### src/rtl/aes_stream_packer_if.sv
// Signal bundle for the AES stream packer: descriptor channel, 128-bit block
// channel and the 32-bit word stream towards the AES controller input bus.
// master = descriptor/block source and word sink, slave = the packer.
interface aes_stream_packer_if;

  // descriptor channel
  logic         cmd_valid;
  logic         cmd_ready;
  logic [31:0]  cmd_word;
  logic         cmd_key256;
  logic         cmd_has_iv;
  logic [255:0] cmd_key;
  logic [127:0] cmd_iv;

  // data block channel
  logic         blk_tvalid;
  logic         blk_tready;
  logic [127:0] blk_tdata;
  logic         blk_tlast;

  // output word stream
  logic         bus_tvalid;
  logic         bus_tready;
  logic [31:0]  bus_tdata;
  logic         bus_tlast;

  modport master (
    output cmd_valid, cmd_word, cmd_key256, cmd_has_iv, cmd_key, cmd_iv,
    input  cmd_ready,
    output blk_tvalid, blk_tdata, blk_tlast,
    input  blk_tready,
    input  bus_tvalid, bus_tdata, bus_tlast,
    output bus_tready
  );

  modport slave (
    input  cmd_valid, cmd_word, cmd_key256, cmd_has_iv, cmd_key, cmd_iv,
    output cmd_ready,
    input  blk_tvalid, blk_tdata, blk_tlast,
    output blk_tready,
    output bus_tvalid, bus_tdata, bus_tlast,
    input  bus_tready
  );

endinterface

### src/rtl/aes_stream_packer.sv
// AES command stream packer.
// Serialises one descriptor (cmd word, 128/256-bit key, optional IV) and the
// following 128-bit data blocks into a 32-bit word stream, most-significant
// word of each 128-bit block first, with tlast on the final data word.
// The output word is held in a register; a one-block holding buffer plus a
// bypass from blk_tdata keeps consecutive blocks free of bubble cycles.
module aes_stream_packer #(
  parameter int BUS_DATA_WIDTH = 32,   // fixed at 32
  parameter int BLK_WIDTH      = 128   // fixed at 128
) (
  input  logic              clk,
  input  logic              reset,
  aes_stream_packer_if.slave sp
);

  typedef enum logic [2:0] {
    S_IDLE,
    S_CMD,
    S_KEY_LO,
    S_KEY_HI,
    S_IV,
    S_DATA
  } state_e;

  state_e                      state_q;
  logic                        cmd_ready_q;
  logic                        key256_q;
  logic                        has_iv_q;
  logic [2*BLK_WIDTH-1:0]      key_q;
  logic [BLK_WIDTH-1:0]        iv_q;
  logic [BLK_WIDTH-1:0]        buf_q;
  logic                        buf_valid_q;
  logic                        buf_last_q;
  logic [1:0]                  word_idx_q;
  logic                        bus_tvalid_q;
  logic                        bus_tlast_q;
  logic [BUS_DATA_WIDTH-1:0]   bus_tdata_q;

  logic                        advance;
  logic                        hdr_last;
  logic                        blk_tready_c;
  logic                        blk_accept;
  logic [1:0]                  idx_next;
  logic [BLK_WIDTH-1:0]        hdr_blk;

  // 32-bit slice of a 128-bit block, index 0 = most-significant word.
  function automatic logic [BUS_DATA_WIDTH-1:0] word_of(
    input logic [BLK_WIDTH-1:0] blk,
    input logic [1:0]           idx
  );
    case (idx)
      2'd0:    word_of = blk[127:96];
      2'd1:    word_of = blk[95:64];
      2'd2:    word_of = blk[63:32];
      default: word_of = blk[31:0];
    endcase
  endfunction

  // Handshake qualifiers, header block selection and block-channel ready.
  always_comb begin
    // NOTE: every signal gets a default before the case so no path leaves it unassigned (no latch).
    advance      = bus_tvalid_q && sp.bus_tready;
    idx_next     = word_idx_q + 2'd1;
    hdr_last     = (state_q == S_IV) ||
                   (state_q == S_KEY_HI && !has_iv_q) ||
                   (state_q == S_KEY_LO && !key256_q && !has_iv_q);
    hdr_blk      = key_q[BLK_WIDTH-1:0];
    blk_tready_c = 1'b0;

    case (state_q)
      S_KEY_HI: hdr_blk = key_q[2*BLK_WIDTH-1:BLK_WIDTH];
      S_IV:     hdr_blk = iv_q;
      default:  ;
    endcase

    case (state_q)
      // The last header word is always valid, so its handshake is bus_tready.
      S_KEY_LO, S_KEY_HI, S_IV:
        blk_tready_c = hdr_last && (word_idx_q == 2'd3) && sp.bus_tready;
      // In DATA bus_tvalid mirrors buf_valid; refill when empty or when the
      // last word of the buffered block is leaving; stop after the final block.
      S_DATA:
        blk_tready_c = !(buf_valid_q && buf_last_q) &&
                       (!buf_valid_q || ((word_idx_q == 2'd3) && sp.bus_tready));
      default: ;
    endcase

    blk_accept = blk_tready_c && sp.blk_tvalid;
  end

  // Packet sequencer with registered output word, tvalid, tlast and cmd_ready.
  always_ff @(posedge clk) begin
    // NOTE: sequential state uses non-blocking assignments so every register samples pre-edge values.
    if (reset) begin
      // NOTE: key/IV/buffer payload registers are not reset; they are always written before being read.
      state_q      <= S_IDLE;
      cmd_ready_q  <= 1'b0;
      bus_tvalid_q <= 1'b0;
      bus_tdata_q  <= '0;
      bus_tlast_q  <= 1'b0;
      word_idx_q   <= 2'd0;
      buf_valid_q  <= 1'b0;
      buf_last_q   <= 1'b0;
    end else begin
      case (state_q)
        S_IDLE: begin
          if (sp.cmd_valid && cmd_ready_q) begin
            key256_q     <= sp.cmd_key256;
            has_iv_q     <= sp.cmd_has_iv;
            key_q        <= sp.cmd_key;
            iv_q         <= sp.cmd_iv;
            cmd_ready_q  <= 1'b0;
            state_q      <= S_CMD;
            word_idx_q   <= 2'd0;
            bus_tvalid_q <= 1'b1;
            bus_tdata_q  <= sp.cmd_word;
            bus_tlast_q  <= 1'b0;
          end else begin
            cmd_ready_q  <= 1'b1;
          end
        end

        S_CMD: begin
          if (advance) begin
            state_q     <= S_KEY_LO;
            word_idx_q  <= 2'd0;
            bus_tdata_q <= word_of(key_q[BLK_WIDTH-1:0], 2'd0);
          end
        end

        S_KEY_LO, S_KEY_HI, S_IV: begin
          if (advance) begin
            if (word_idx_q != 2'd3) begin
              word_idx_q  <= idx_next;
              bus_tdata_q <= word_of(hdr_blk, idx_next);
            end else if (state_q == S_KEY_LO && key256_q) begin
              state_q     <= S_KEY_HI;
              word_idx_q  <= 2'd0;
              bus_tdata_q <= word_of(key_q[2*BLK_WIDTH-1:BLK_WIDTH], 2'd0);
            end else if (state_q != S_IV && has_iv_q) begin
              state_q     <= S_IV;
              word_idx_q  <= 2'd0;
              bus_tdata_q <= word_of(iv_q, 2'd0);
            end else begin
              // Header done: present the first data word straight from the
              // block channel if a block is being accepted on this edge.
              state_q    <= S_DATA;
              word_idx_q <= 2'd0;
              if (blk_accept) begin
                buf_q        <= sp.blk_tdata;
                buf_valid_q  <= 1'b1;
                buf_last_q   <= sp.blk_tlast;
                bus_tdata_q  <= word_of(sp.blk_tdata, 2'd0);
              end else begin
                buf_valid_q  <= 1'b0;
                buf_last_q   <= 1'b0;
                bus_tvalid_q <= 1'b0;
              end
            end
          end
        end

        S_DATA: begin
          if (!buf_valid_q) begin
            // Underflow stall: wait for the next block.
            if (blk_accept) begin
              buf_q        <= sp.blk_tdata;
              buf_valid_q  <= 1'b1;
              buf_last_q   <= sp.blk_tlast;
              word_idx_q   <= 2'd0;
              bus_tvalid_q <= 1'b1;
              bus_tdata_q  <= word_of(sp.blk_tdata, 2'd0);
              bus_tlast_q  <= 1'b0;
            end
          end else if (advance) begin
            if (word_idx_q != 2'd3) begin
              word_idx_q  <= idx_next;
              bus_tdata_q <= word_of(buf_q, idx_next);
              bus_tlast_q <= buf_last_q && (idx_next == 2'd3);
            end else if (buf_last_q) begin
              // Final word of the packet has gone.
              state_q      <= S_IDLE;
              cmd_ready_q  <= 1'b1;
              bus_tvalid_q <= 1'b0;
              bus_tlast_q  <= 1'b0;
              buf_valid_q  <= 1'b0;
              buf_last_q   <= 1'b0;
            end else if (blk_accept) begin
              // Back-to-back block: bypass its first word into the output.
              buf_q        <= sp.blk_tdata;
              buf_last_q   <= sp.blk_tlast;
              word_idx_q   <= 2'd0;
              bus_tdata_q  <= word_of(sp.blk_tdata, 2'd0);
              bus_tlast_q  <= 1'b0;
            end else begin
              buf_valid_q  <= 1'b0;
              bus_tvalid_q <= 1'b0;
              bus_tlast_q  <= 1'b0;
            end
          end
        end

        default: begin
          state_q      <= S_IDLE;
          bus_tvalid_q <= 1'b0;
          bus_tlast_q  <= 1'b0;
        end
      endcase
    end
  end

  assign sp.cmd_ready  = cmd_ready_q;
  assign sp.blk_tready = blk_tready_c;
  assign sp.bus_tvalid = bus_tvalid_q;
  assign sp.bus_tdata  = bus_tdata_q;
  assign sp.bus_tlast  = bus_tlast_q;

endmodule

### src/flat_wrapper.sv
// flat-port wrapper written by rule: the top's interface ports become plain ports
module aes_stream_packer_flat 
#(
  parameter int BUS_DATA_WIDTH = 32,                 
  parameter int BLK_WIDTH      = 128                  
)
  (clk, reset, sp_cmd_valid, sp_cmd_word, sp_cmd_key256, sp_cmd_has_iv, sp_cmd_key, sp_cmd_iv, sp_cmd_ready, sp_blk_tvalid, sp_blk_tdata, sp_blk_tlast, sp_blk_tready, sp_bus_tvalid, sp_bus_tdata, sp_bus_tlast, sp_bus_tready);
  aes_stream_packer_if sp_i ();
  input  logic clk;
  input  logic reset;
  input wire logic [$bits(sp_i.cmd_valid)-1:0] sp_cmd_valid;
  input wire logic [$bits(sp_i.cmd_word)-1:0] sp_cmd_word;
  input wire logic [$bits(sp_i.cmd_key256)-1:0] sp_cmd_key256;
  input wire logic [$bits(sp_i.cmd_has_iv)-1:0] sp_cmd_has_iv;
  input wire logic [$bits(sp_i.cmd_key)-1:0] sp_cmd_key;
  input wire logic [$bits(sp_i.cmd_iv)-1:0] sp_cmd_iv;
  output wire logic [$bits(sp_i.cmd_ready)-1:0] sp_cmd_ready;
  input wire logic [$bits(sp_i.blk_tvalid)-1:0] sp_blk_tvalid;
  input wire logic [$bits(sp_i.blk_tdata)-1:0] sp_blk_tdata;
  input wire logic [$bits(sp_i.blk_tlast)-1:0] sp_blk_tlast;
  output wire logic [$bits(sp_i.blk_tready)-1:0] sp_blk_tready;
  output wire logic [$bits(sp_i.bus_tvalid)-1:0] sp_bus_tvalid;
  output wire logic [$bits(sp_i.bus_tdata)-1:0] sp_bus_tdata;
  output wire logic [$bits(sp_i.bus_tlast)-1:0] sp_bus_tlast;
  input wire logic [$bits(sp_i.bus_tready)-1:0] sp_bus_tready;
  assign sp_i.cmd_valid = sp_cmd_valid;
  assign sp_i.cmd_word = sp_cmd_word;
  assign sp_i.cmd_key256 = sp_cmd_key256;
  assign sp_i.cmd_has_iv = sp_cmd_has_iv;
  assign sp_i.cmd_key = sp_cmd_key;
  assign sp_i.cmd_iv = sp_cmd_iv;
  assign sp_cmd_ready = sp_i.cmd_ready;
  assign sp_i.blk_tvalid = sp_blk_tvalid;
  assign sp_i.blk_tdata = sp_blk_tdata;
  assign sp_i.blk_tlast = sp_blk_tlast;
  assign sp_blk_tready = sp_i.blk_tready;
  assign sp_bus_tvalid = sp_i.bus_tvalid;
  assign sp_bus_tdata = sp_i.bus_tdata;
  assign sp_bus_tlast = sp_i.bus_tlast;
  assign sp_i.bus_tready = sp_bus_tready;
  aes_stream_packer #(.BUS_DATA_WIDTH(BUS_DATA_WIDTH), .BLK_WIDTH(BLK_WIDTH)) u_core (.clk(clk), .reset(reset), .sp(sp_i));
endmodule
### config.mk
export PLATFORM = sky130hd
export DESIGN_NAME = aes_stream_packer_flat
export DESIGN_NICKNAME = d
export VERILOG_FILES = /design/src/rtl/aes_stream_packer_if.sv /design/src/rtl/aes_stream_packer.sv /design/src/flat_wrapper.sv
export SDC_FILE = /design/constraint.sdc
export NUM_CORES = 1
export LEC_CHECK = 0
export ABC_CLOCK_PERIOD_IN_PS = 20200
export CAP_MARGIN = 20
export CORE_MARGIN = 1
export CORE_UTILIZATION = 45
export DETAILED_ROUTE_END_ITERATION = 8
export HOLD_SLACK_MARGIN = 0.05
export PLACE_DENSITY_LB_ADDON = 0.12
export SYNTH_ARGS = -nofsm -noshare
export SYNTH_HDL_FRONTEND = slang
export SYNTH_SLANG_ARGS = --single-unit
### constraint.sdc
create_clock -name clk -period 20.2 [get_ports clk]
set_clock_uncertainty 0.2 [all_clocks]
set_input_delay 4.04 -clock clk [delete_from_list [all_inputs] [get_ports clk]]
set_output_delay 4.04 -clock clk [all_outputs]
set_load 0.01 [all_outputs]
# Word-level counts from Yosys, hierarchy flattened

Index checks and enable logic that the tools add are counted.

Add/subtract/negate cells: 1
Equal/unequal tests: 26
Multiplexer cells: 92
Bitwise operators: 3
Reductions and logical operators: 37

Operators by type and width:

| operator           | count |
|---|---|
| $mux 128           | 9 |
| $pmux 128 s2       | 2 |
| $mux 32            | 11 |
| $pmux 32 s3        | 2 |
| $pmux 32 s4        | 1 |
| $mux 1             | 41 |
| $mux 3             | 9 |
| $mux 2             | 9 |
| $reduce_and 9->1   | 2 |
| $reduce_and 8->1   | 2 |
| $logic_and 1x1->1  | 14 |
| $ne 2x1->1 const B | 6 |
| $ne 3x3->1 const B | 4 |
| $pmux 3 s4         | 1 |
| $ne 2x2->1 const B | 5 |
| $reduce_and 5->1   | 2 |
| $pmux 1 s2         | 4 |
| $pmux 2 s4         | 1 |
| $eq 2x2->1 const B | 3 |
| $eq 3x2->1 const B | 2 |
| $eq 3x3->1 const B | 2 |
| $reduce_and 6->1   | 1 |
| $logic_not 1->1    | 4 |
| $ne 4x4->1 const B | 1 |
| other kinds (16)   | 21 |

Register bits: 556
Output and inout port bits: 36
Word-level logic and storage cells: 172

# Depth between registers and ports, before layout

Depth in word-level cells: 14
Depth in mapped cells: 11
Depth with buffers taken out: 8

# Worst setup path after synthesis

No wires, ideal clock.

Kind: input port to flip-flop
Start: in reset
End: reg u_core.has_iv_q (enable)
Data arrival time: 13192 ps
Required time: 19196 ps
Path slack: 6004 ps
Stages on the path: 2
Buffers on the path: 1
Cells stage by stage: clkbuf_1 > and4b_1

Word-level cells in the longest chain between the ends: 2

Ends and longest elaborated chain:

| what                              | RTL line                 | text |
|---|---|---|
| from (decl)                       | flat_wrapper.sv:10       | `input logic reset;` |
| $not 1->1 (no source line)        | -                        |  |
| $reduce_and 3->1 (no source line) | -                        |  |
| to (signal assigned)              | aes_stream_packer.sv:109 | `has_iv_q <= sp.cmd_has_iv;` |
| to (decl)                         | aes_stream_packer.sv:28  | `logic has_iv_q;` |

Every way passes these cells.
A chain may end at the register's enable or synchronous reset.

# Worst setup path in the final report

Start: in sp_bus_tready
End: out sp_blk_tready

Word-level cells in the longest chain between the ends: 4

Ends and longest elaborated chain:

| what              | RTL line                | text |
|---|---|---|
| from (decl)       | flat_wrapper.sv:25      | `input wire logic [$bits(sp_i.bus_tready)-1:0] sp_bus_tready;` |
| $logic_and 1x1->1 | aes_stream_packer.sv:84 | `(!buf_valid_q \|\| ((word_idx_q == 2'd3) && sp.bus_tready));` |
| $logic_or 1x1->1  | aes_stream_packer.sv:84 |  |
| $logic_and 1x1->1 | aes_stream_packer.sv:83 | `blk_tready_c = !(buf_valid_q && buf_last_q) &&` |
| $pmux 1 s2 (*)    | aes_stream_packer.sv:76 | `case (state_q)` |
| to (decl)         | flat_wrapper.sv:21      | `output wire logic [$bits(sp_i.blk_tready)-1:0] sp_blk_tready;` |

Mark *: on every way between the ends. The rest lies on a longest branch, timed or not.

==> results.sh <==
export IMPL_synth_top_cell_area_share_pct=64.1
export IMPL_n_fill_cell=3933
export IMPL_cts_buffers=58
export IMPL_port_buffers=587
export IMPL_clkLatencyLatePin_ns=0.62
export IMPL_firstDrtPassIters=8
export IMPL_critPathTopFamily="buffers and inverters"
export IMPL_hold_buffers=0
export IMPL_rsz0062_at_grt="false"
export IMPL_synth_compound_area_share_pct=19.3
export IMPL_drt_iter0_markers=1991
export IMPL_antenna_left=0
export IMPL_synthTopCellsByArea="edfxtp_1 64%, dfxtp_1 3.6%, o21ai_0 2.7%, a221o_1 2.7%, a21oi_1 2.3%"
export IMPL_tns_ns=0
export IMPL_crit_path_end_kind="output pin"
export IMPL_gp_congestion=0.893
export IMPL_power_density_mw_per_mm2=108
export IMPL_clkTransAtPathRegs_ns=0.05
export IMPL_io_pins=588
export IMPL_r2r_end="u_core.key_q[141]"
export IMPL_root_buffer="clkbuf_16"
export IMPL_vias_per_cell=6.06
export IMPL_cts_setup_buffers=0
export IMPL_initial_core_util_pct=45.8
export IMPL_clock_sinks=535
export IMPL_finalCriticalPeriod_ns=10.07
export IMPL_htree_levels=2
export IMPL_die_w_um=229
export IMPL_synth_edf_count=493
export IMPL_nets=2821
export IMPL_cts_resized=0
export IMPL_fin_total_pwr_uw=3380
export IMPL_worst_r2r_cell_count=5
export IMPL_dp_cells=2874
export IMPL_grt_max_degree=192
export IMPL_synth_fa_ha_area_share_pct=0.271
export IMPL_slew_limit_headroom_pct=13.5
export IMPL_finalHoldViolations=0
export IMPL_yosysMostFrequentCell="edfxtp_1"
export IMPL_wl_mm=82.2
export IMPL_route_detailed_drc=0
export IMPL_die_h_um=229
export IMPL_synth_mux_area_share_pct=1.64
export IMPL_dieArea_sq_mm=0.0522
export IMPL_synth_simple_gate_area_share_pct=8.14
export IMPL_ys_ff_latch=535
export IMPL_dpl_instance_area_sq_mm=0.0295
export IMPL_syn_to_final_growth_pct=35.7
export IMPL_synth_ff_type="edfxtp_1"
export IMPL_reg2reg_from="u_core.state_q[2]"
export IMPL_avgRoutedWirePerCell_um=27.4
export IMPL_synth_cells=1732
export IMPL_synth_top_family_by_area="compound AO/OA/AOI/OAI gates"
export IMPL_rrSetupSlack_ns=15.43
export IMPL_finalCritPeriodShare_pct=49.8
export IMPL_crit_chain="clkdlybuf4s50_1 -> nand2_1 -> and3b_1 -> or3_1 -> clkdlybuf4s50_1"
export IMPL_hold_depth=2
export IMPL_max_stage_delay_ns=0.53
export IMPL_ir_drop_mv=0.0682
export IMPL_crit_arrival_ns=5.83
export IMPL_worst_slew_pin_slew_ns=1.30
export IMPL_synth_xor_area_share_pct=0
export IMPL_max_freq_mhz=99.4
export IMPL_cts_tree="built"
export IMPL_cp_common_cell="clkdlybuf4s50_1"
export IMPL_netlist_top_cells_count="493 x edfxtp_1, 126 x o21ai_0, 108 x nand2_1, 105 x a21oi_1, 102 x nor2_1"
export IMPL_coreArea_sq_mm=0.0504
export IMPL_critPathSlowestCell="clkdlybuf4s50_1"
export IMPL_start_kind="input port"
export IMPL_grt_use_total_pct=30.8
export IMPL_async_flop_share_pct=0
export IMPL_outcome="complete, no violations"
export IMPL_grt_overflow=0
export IMPL_critPathRequiredTime_ns=15.96
export IMPL_dp_hpwl_mm=56.9
export IMPL_syn_nets=2289
export IMPL_worst_path_buf_inv=2
export IMPL_yosys_warnings=0
export IMPL_final_cells=3002
export IMPL_clockBufferDepth=3
export IMPL_design_area_sq_mm=0.0313
export IMPL_synth_seq_area_share_pct=67.7
export IMPL_drive_above_1_share_pct=7.00
export IMPL_worstHoldStart="u_core.sp.bus_tdata[4]"
export IMPL_p_leak_uw=0.0102
export IMPL_final_util_pct=62.2
export IMPL_hold_path_endpoint="u_core.sp.bus_tdata[4]"
export IMPL_yosysTopAreaCell="edfxtp_1"
export IMPL_antenna_found_initial=28
export IMPL_synth_area_sq_mm=0.0231
export IMPL_row_count=82
export IMPL_grt_pass1_wl_mm=119
export IMPL_setup_violations=0
export IMPL_vias=18200
export IMPL_ys_types=67
export IMPL_drv_slew=0
export IMPL_cap_violations=0
export IMPL_grt_pass1_vias=18000
export IMPL_path_max_fanout=8
export IMPL_min_path_type="reg -> reg"
export IMPL_syn_avg_cell_area_sq_um=13.3
export IMPL_critical_path_class="in -> out"
through the flow:
stage          hold WS [ns]  worst slack, ns
5_1_grt               0.310            10.07
6_report              0.287            10.13
3_5_place_dp          0.279            10.15
3_3_place_gp          0.269            10.17
2_1_floorplan         0.280             6.00
4_1_cts               0.288            10.14
flip-flops by register name (all words and copies together), names as in the netlist, 2 cells and up:
name                 flops
u_core.key_q           256
u_core.iv_q            128
u_core.state_q           3
u_core.word_idx_q        2
u_core.buf_q           107
u_core.sp.bus_tdata     32
area by class of cell:
| type | instances | area (sq um) | share of cell area (%) |
|---|---|---|---|
| diodes | 16 | 40.0 | 0.128 |
| clock buffers | 80 | 1560 | 4.99 |
| clock inverters | 30 | 233 | 0.743 |
| inverters | 9 | 33.8 | 0.108 |
| multi-input cells | 1046 | 6860 | 21.9 |
| flip-flops and latches | 535 | 15700 | 49.9 |
| well taps | 672 | 841 | 2.68 |
| repair buffers | 614 | 6120 | 19.5 |
layout by cell type, fill, tap and decap left out, types with 5 or more instances in the layout:
master,Yosys,routed
a22oi_1,59,59
a211o_1,5,5
nor3_1,31,30
o2bb2ai_1,25,25
o221ai_1,19,19
nand2b_1,40,39
clkinv_2,0,11
clkdlybuf4s50_1,0,587
diode_2,0,16
nor2_1,102,99
a2111oi_0,8,8
a31oi_1,12,12
clkinv_1,0,12
inv_1,9,9
a211oi_1,24,24
buf_4,7,24
o21ai_0,126,126
or2_2,22,22
o22ai_1,22,22
mux2i_1,31,31
edfxtp_1,493,493
nor2b_1,10,9
a311oi_1,20,20
clkbuf_1,83,19
dfxtp_1,42,39
a221o_1,62,62
a222oi_1,17,17
clkbuf_16,0,58
nand3_1,5,5
mux2_2,6,6
a22o_1,20,20
o21bai_1,52,52
nor3b_1,25,25
nand2_1,108,108
a21oi_1,105,104
a221oi_1,25,25
o2111ai_1,8,8
worst register-to-register path: stages, from the launching register on:
cell and delay, ns:
dfxtp_4 0.34, buf_4 0.40, nor3_1 0.74, and4b_4 0.87, buf_4 0.83, buf_4 0.93
per-layer routing:
metal  GRT usage, %  part of all wire, %
met1           38.9                   38
met2           50.7                   49
met3           7.67                  9.6
met4           12.4                  3.7
met5              0                 0.21
cells by family after synthesis:
logic type / Yosys count
buf+inv: 151
mux: 37
fa+ha+maj: 5
compound gates: 627
flops: 535
simple gates: 377
power by group:
part	total, uW	switching (uW)	internal (uW)
Clock	1020	439	578
Combinational	967	564	402
Sequential	1400	57.9	1340
Total	3380	1060	2320
worst max-delay path by stage:
stage / from / endpoint / slack (ns) / cells past startpoint
floorplan: reset / u_core.has_iv_q / 6.00 / 2
global route: sp_bus_tready / sp_blk_tready / 10.07 / 5
finish: sp_bus_tready / sp_blk_tready / 10.13 / 5
global placement: sp_bus_tready / sp_blk_tready / 10.17 / 5
detailed placement: sp_bus_tready / sp_blk_tready / 10.15 / 5
CTS: sp_bus_tready / sp_blk_tready / 10.14 / 5
(Power assumes the default switching activity.)
